### config.mk
export PLATFORM = sky130hd
export DESIGN_NAME = umi_arbiter_flat
export DESIGN_NICKNAME = d
export VERILOG_FILES = /design/src/rtl/umi_arbiter_if.sv /design/src/rtl/umi_arbiter.sv /design/src/flat_wrapper.sv
export SDC_FILE = /design/constraint.sdc
export NUM_CORES = 1
export LEC_CHECK = 0
export ABC_AREA = 1
export CAP_MARGIN = 40
export CORE_MARGIN = 2
export CORE_UTILIZATION = 30
export DETAILED_ROUTE_END_ITERATION = 8
export GPL_TIMING_DRIVEN = 1
export SYNTH_ARGS = -nofsm -noshare
export SYNTH_HDL_FRONTEND = slang
export SYNTH_SLANG_ARGS = --single-unit
### constraint.sdc
create_clock -name clk -period 2.73 [get_ports clk]
set_input_delay 0.6825 -clock clk [delete_from_list [all_inputs] [get_ports clk]]
set_output_delay 0.6825 -clock clk [all_outputs]
set_load 0.03 [all_outputs]
### src/rtl/umi_arbiter_if.sv
// umi_arbiter_if: request/grant bundle between crossbar requesters and one output arbiter
interface umi_arbiter_if #(parameter int N = 4);
    logic [1:0]   mode;
    logic [N-1:0] mask;
    logic [N-1:0] requests;
    logic [N-1:0] eom;
    logic         out_ready;
    logic [N-1:0] grants;
    logic         out_valid;
    logic         locked;
    modport master (
        output mode, mask, requests, eom, out_ready,
        input  grants, out_valid, locked
    );
    modport slave (
        input  mode, mask, requests, eom, out_ready,
        output grants, out_valid, locked
    );
endinterface

### src/rtl/umi_arbiter.sv
// umi_arbiter: fixed-priority / round-robin output arbiter with packet lock
module umi_arbiter #(
    parameter int N = 4
) (
    input logic        clk,
    input logic        nreset,
    umi_arbiter_if.slave bus
);
    typedef enum logic {UNLOCKED, LOCKED} state_t;
    state_t         state, state_nxt;
    logic [N-1:0]   ptr, ptr_nxt, owner, owner_nxt;
    logic [N-1:0]   eligible, fix_gnt, rr_gnt, gnt;
    logic [2*N-1:0] rr_dbl, rr_sel;
    logic           accept, eom_hit;
    // grant selection: lowest eligible bit, or first eligible at/above ptr via a doubled vector
    always_comb begin
        eligible = bus.requests & ~bus.mask;
        fix_gnt  = eligible & (~eligible + N'(1));
        rr_dbl   = {eligible, eligible & ~(ptr - N'(1))};
        rr_sel   = rr_dbl & (~rr_dbl + (2*N)'(1));
        rr_gnt   = rr_sel[2*N-1:N] | rr_sel[N-1:0];
        gnt      = !nreset ? '0 : state == LOCKED ? owner : bus.mode == 2'b10 ? rr_gnt : fix_gnt;
    end
    assign bus.grants    = gnt;
    assign bus.out_valid = |(gnt & bus.requests);
    assign bus.locked    = state == LOCKED;
    assign accept        = bus.out_valid & bus.out_ready;
    assign eom_hit       = |(gnt & bus.eom);
    // next state: accepted non-eom beat locks onto the granted requester, eom releases and advances ptr
    always_comb begin
        state_nxt = state;
        owner_nxt = owner;
        ptr_nxt   = ptr;
        if (accept) begin
            state_nxt = eom_hit ? UNLOCKED : LOCKED;
            owner_nxt = eom_hit ? '0 : gnt;
            ptr_nxt   = eom_hit ? {gnt[N-2:0], gnt[N-1]} : ptr;
        end
    end
    // state registers
    always_ff @(posedge clk or negedge nreset) begin
        if (!nreset) begin
            state <= UNLOCKED;
            owner <= '0;
            ptr   <= N'(1);
        end else begin
            state <= state_nxt;
            owner <= owner_nxt;
            ptr   <= ptr_nxt;
        end
    end
endmodule

### src/flat_wrapper.sv
// flat-port wrapper written by rule: the top's interface ports become plain ports
module umi_arbiter_flat 
#(
    parameter int N = 4
)
  (clk, nreset, bus_mode, bus_mask, bus_requests, bus_eom, bus_out_ready, bus_grants, bus_out_valid, bus_locked);
  umi_arbiter_if #(.N(N)) bus_i ();
  input logic clk;
  input logic nreset;
  input wire logic [$bits(bus_i.mode)-1:0] bus_mode;
  input wire logic [$bits(bus_i.mask)-1:0] bus_mask;
  input wire logic [$bits(bus_i.requests)-1:0] bus_requests;
  input wire logic [$bits(bus_i.eom)-1:0] bus_eom;
  input wire logic [$bits(bus_i.out_ready)-1:0] bus_out_ready;
  output wire logic [$bits(bus_i.grants)-1:0] bus_grants;
  output wire logic [$bits(bus_i.out_valid)-1:0] bus_out_valid;
  output wire logic [$bits(bus_i.locked)-1:0] bus_locked;
  assign bus_i.mode = bus_mode;
  assign bus_i.mask = bus_mask;
  assign bus_i.requests = bus_requests;
  assign bus_i.eom = bus_eom;
  assign bus_i.out_ready = bus_out_ready;
  assign bus_grants = bus_i.grants;
  assign bus_out_valid = bus_i.out_valid;
  assign bus_locked = bus_i.locked;
  umi_arbiter #(.N(N)) u_core (.clk(clk), .nreset(nreset), .bus(bus_i));
endmodule
Word level (Yosys, flattened, before mapping) --
Index checks and enable logic that the tools add are counted.
Cells by class: magnitude comparators 0, shift-type cells 0, reduce and logical (&&, ||, !) cells 3, bitwise logic cells 12, eq/ne operators 1, divide/modulo/power cells 0, $mul 0, add/sub/neg operators 3, mux-type cells 5
Operators with widths (count):
- $and A4 B4 Y4 | 5
- $mux W4 | 4
- $not A4 Y4 | 3
- $add A8 B1 Y8 const B | 1
- $and A8 B8 Y8 | 1
- $not A8 Y8 | 1
- $reduce_or A4 Y1 | 2
- $add A4 B1 Y4 const B | 1
- $or A4 B4 Y4 | 1
- $sub A4 B1 Y4 const B | 1
- $eq A2 B2 Y1 const B | 1
- $reduce_and A2 Y1 | 1
- $and A1 B1 Y1 | 1
- $mux W1 | 1
Storage, ports and cells: memories kept 0, flip-flop bits (word level) 9, bits in read-only memories 0, bits in latches 0, bits of input ports 17, bits in writable memories 0

Longest topological paths before layout --
word-level depth 14, mapped depth 16, gate-level depth less buffers 16

Worst setup path before layout --
OpenSTA, ideal clock, no wires.
kind flip-flop to output port, start point register u_core.ptr[0], end point output bus_grants[2], arrival time 2046 ps, data required time 2047 ps, setup slack 2 ps, cell stages (with the launch flop) 10, path buffers 0, cells stage by stage dfstp_2 inv_1 ha_1 nand3_1 nand2_1 inv_1 nand2_1 nand2_2 nand3_1 a21boi_0
Between the ends: longest elaborated chain between the ends 10
Ends and longest elaborated chain:
- start: declaration | line umi_arbiter.sv:11 | logic [N-1:0] ptr, ptr_nxt, owner, owner_nxt;
- start signal: assignment | line umi_arbiter.sv:49 | ptr <= ptr_nxt;
- $sub A4 B1 Y4 * | line umi_arbiter.sv:19 | rr_dbl = {eligible, eligible & ~(ptr - N'(1))};
- $not A4 Y4 * | line umi_arbiter.sv:19
- $and A4 B4 Y4 * | line umi_arbiter.sv:19
- $not A8 Y8 | line umi_arbiter.sv:20 | rr_sel = rr_dbl & (~rr_dbl + (2*N)'(1));
- $add A8 B1 Y8 | line umi_arbiter.sv:20
- $and A8 B8 Y8 * | line umi_arbiter.sv:20
- $or A4 B4 Y4 * | line umi_arbiter.sv:21 | rr_gnt = rr_sel[2*N-1:N] | rr_sel[N-1:0];
- $mux W4 * (3 in a row) | line umi_arbiter.sv:22 | gnt = !nreset ? '0 : state == LOCKED ? owner : bus.mode == 2'b10 ? rr_gnt : fix_gnt;
- end: declaration | line flat_wrapper.sv:15 | output wire logic [$bits(bus_i.grants)-1:0] bus_grants;
Mark *: on every way between the ends. The rest lies on a longest branch, timed or not.

Final worst setup path --
start point register u_core.ptr[0], end point output bus_out_valid
Between the ends: longest elaborated chain between the ends 12
Ends and longest elaborated chain:
- $sub A4 B1 Y4 * | line umi_arbiter.sv:19
- $not A4 Y4 * | line umi_arbiter.sv:19
- $and A4 B4 Y4 * | line umi_arbiter.sv:19
- $not A8 Y8 | line umi_arbiter.sv:20
- $add A8 B1 Y8 | line umi_arbiter.sv:20
- $and A8 B8 Y8 * | line umi_arbiter.sv:20
- $or A4 B4 Y4 * | line umi_arbiter.sv:21
- $mux W4 * (3 in a row) | line umi_arbiter.sv:22
- $and A4 B4 Y4 * | line umi_arbiter.sv:25 | assign bus.out_valid = |(gnt & bus.requests);
- $reduce_or A4 Y1 * | line umi_arbiter.sv:25
- end: declaration | line flat_wrapper.sv:16 | output wire logic [$bits(bus_i.out_valid)-1:0] bus_out_valid;
Marked as above.

==> impl_metrics.yaml <==
die:
  start_util: 0.319
  ios: 23
  die_x_microns: 55.6
  core.rowCount: 18
  chipHeight_microns: 55.6
  core_sq_mm: 0.00250
  die_area_sq_mm: 0.00309
placed_design:
  dpl_cell_area_sq_mm: 0.00117
  dp_hpwl_mm: 1.81
  portBuffers: 22
  pre_cts_ws_ns: -0.152
  place.gp.congestion: 0.916
detailed_routing:
  drt-pass1-iter-count: 4
  vias_per_cell: 4.49
  ant_nets: 0
  wl_mm: 2.47
  num_vias: 930
  drtIter0Drc: 27
  route.detailed.drc: 0
  routedWlPerCell_microns: 11.9
critical_path:
  cp.arrival_ns: 2.00
  start_kind: "flip-flop"
  endpoint_kind: "primary output"
  regToRegEndpoint: "u_core.ptr[1]$_DFFE_PN0P_"
  path_class: "reg -> out"
  rrSetupSlack_ns: 0.48
  reg2reg_from: "u_core.ptr[0]$_DFFE_PN1P_"
  critPathRequiredTime_ns: 2.05
  path_max_fanout: 2
  rr_worst_depth: 16
pwr:
  intPower_mw: 0.565
  p_sw_frac: 0.480
  vdd_drop_max_v: 0.000483
  clkPwrFrac: 0.101
  power.density_mw_per_mm2: 816
  p_seq_frac: 0.211
  p_switching_mw: 0.520
  total_power_mw: 1.08
  p_leak_nw: 0.710
  combPwrFrac: 0.689
cts:
  clk_pin_slew_ns: 0.06
  numClockSinks: 9
  cts-buffers-inserted: 3
  clock_latency_ns: 0.28
  cts_buffer_depth: 2
  cts_tree: "built"
  holdBufCountCts: 0
  htree_levels: 1
  root_buffer: "clkbuf_4"
synthesis:
  synth_area_sq_um: 798
  ys_seq_area_frac: 0.284
  syn_nets: 147
  synth_top_area_share: 0.251
  synthCells: 129
  synth_top_area_cell: "dfrtp_1"
  synthTopCellsByArea: "dfrtp_1 25%, nand2_1 18%, nand3_1 11%"
  synth_cell_types: 18
  yosysWarnings: 0
  avgSynthCellArea_sq_um: 6.19
  yosys_register_bits: 9
status:
  outcome: "complete, no violations"
timing:
  worst_slew_pin_slew_ns: 0.298
  hold_viol: 0
  fmax_mhz: 372
  slew_headroom: 0.801
  finalCritPeriodShare: 0.983
  setup_tns_ns: 0
  drv_slew: 0
  setup_viol: 0
  grt_setup_unrepaired: "yes"
  setup_ws_ns: 0.0453
  holdWs_ns: 0.497
  skew_ns: 0.00230
  period_minus_slack_ns: 2.68
final_layout:
  drive_gt1_frac: 0.429
  syn_to_final_growth_pct: 66.6
  antenna_cells: 0
  nets: 196
  design_area_sq_mm: 0.00133
worst_hold_path:
  min-delay-start: "u_core.ptr[3]$_DFFE_PN0P_"
  min_to: "u_core.ptr[3]$_DFFE_PN0P_"
  holdPathStages: 2
  hold_class: "reg -> reg"
run:
  drv_cap: 0
global_route:
  grt_pass1_wl_mm: 4.44
  grtUsageTotal: 0.176
  grt_max_degree: 13
  antenna_found_initial: 0
  grt-ovfl-total: 0
  grt_pass1_vias: 951
state kept, by name, indices dropped and copies added (netlist names):
signal	cells
u_core.owner	4
u_core.ptr	4
u_core.bus.locked	1
cells in the mapped netlist, drive strengths merged:
cell    count
o21ai       5
nor2       20
nand2      46
dfrtp       8
nand3      21
a21oi       2
ha          1
dfstp       1
and3        1
nand3b      1
inv        22
a21boi      1
worst max path at each step:
stage | depth (start not counted) | start | endpoint
after floorplan | 9 | u_core.ptr[0]$_DFFE_PN1P_ | bus_grants[2]
after global placement | 9 | bus_requests[2] | bus_grants[2]
after detailed placement | 13 | bus_requests[2] | bus_out_valid
after CTS | 14 | u_core.ptr[0]$_DFFE_PN1P_ | bus_out_valid
after global routing | 14 | u_core.ptr[0]$_DFFE_PN1P_ | bus_out_valid
final | 12 | u_core.ptr[0]$_DFFE_PN1P_ | bus_out_valid
through the flow:
step / std cells / utilization
floorplan: 129 / -
global placement: 198 / 0.468
detailed placement: 198 / 0.468
CTS: 205 / 0.519
global route: 207 / 0.532
finish: 207 / 0.532
cell type report:
class | count | area, sq um
timing repair buffer | 44 | 372
tap | 30 | 37.5
clock buffer | 3 | 22.5
clock inverter | 1 | 5.00
inverter | 22 | 85.1
sequential | 9 | 226
multi-input combinational | 98 | 582
fill | 261 | 1170
cell usage in the layout (no fill, tap or decap):
cell              n
inv_2             5
clkbuf_4          3
buf_4            24
nand2_1          32
nand3_2          13
a21boi_1          1
clkdlybuf4s50_1   7
nand2_2          11
nand3_1           8
nor2_1           12
o21ai_1           5
nand3b_1          1
nand2_4           3
buf_6             3
nor2_2            7
nor2_4            1
inv_4             1
clkinv_2          1
and3_1            1
dfstp_2           1
ha_4              1
dlygate4sd2_1    10
a21oi_2           2
inv_1            16
dfrtp_1           8
critical path, stage by stage, from the launching register on:
cell     delay (ns)
dfstp_2        0.56
inv_4          0.04
ha_4           0.26
nand3_2        0.06
inv_1          0.09
nor2_1         0.07
a21oi_2        0.20
nand2_2        0.09
nand3_2        0.07
nand2_2        0.06
inv_2          0.07
nand2_4        0.05
buf_6          0.13
what timing repair did:
action,in CTS,in global routing
setup endpoints to repair,5,5
buffers inserted,3,2
pin swaps,18,13
resized for setup,37,6
cloned,0,0
routing by layer:
metal	track usage	vias up	wire length [microns]	part of all wire
met4	0.0523	0	20	0.0081
met1	0.225	406	1120	0.46
met5	0	-	0	0
li1	-	497	-	-
met2	0.306	24	1200	0.49
met3	0.0233	3	125	0.051
power by group through the flow:
| stage | logic, mW | clock network, mW | registers (mW) |
|---|---|---|---|
| 2_1_floorplan | 0.385 | 0 | 0.231 |
| 3_3_place_gp | 0.643 | 0 | 0.226 |
| 3_5_place_dp | 0.649 | 0 | 0.226 |
| 4_1_cts | 0.715 | 0.114 | 0.226 |
| 5_1_grt | 0.821 | 0.121 | 0.237 |
| 6_report | 0.747 | 0.109 | 0.228 |
logic make-up (layout without fill, tap and decap cells):
group           Yosys count  in the layout  synth area share
flops                     9              9             0.284
compound gates            8              8            0.0533
simple gates             89             89             0.544
buf+inv                  22             70             0.103
fa+ha+maj                 1              1            0.0157
Power figures use the tool's default switching activity.
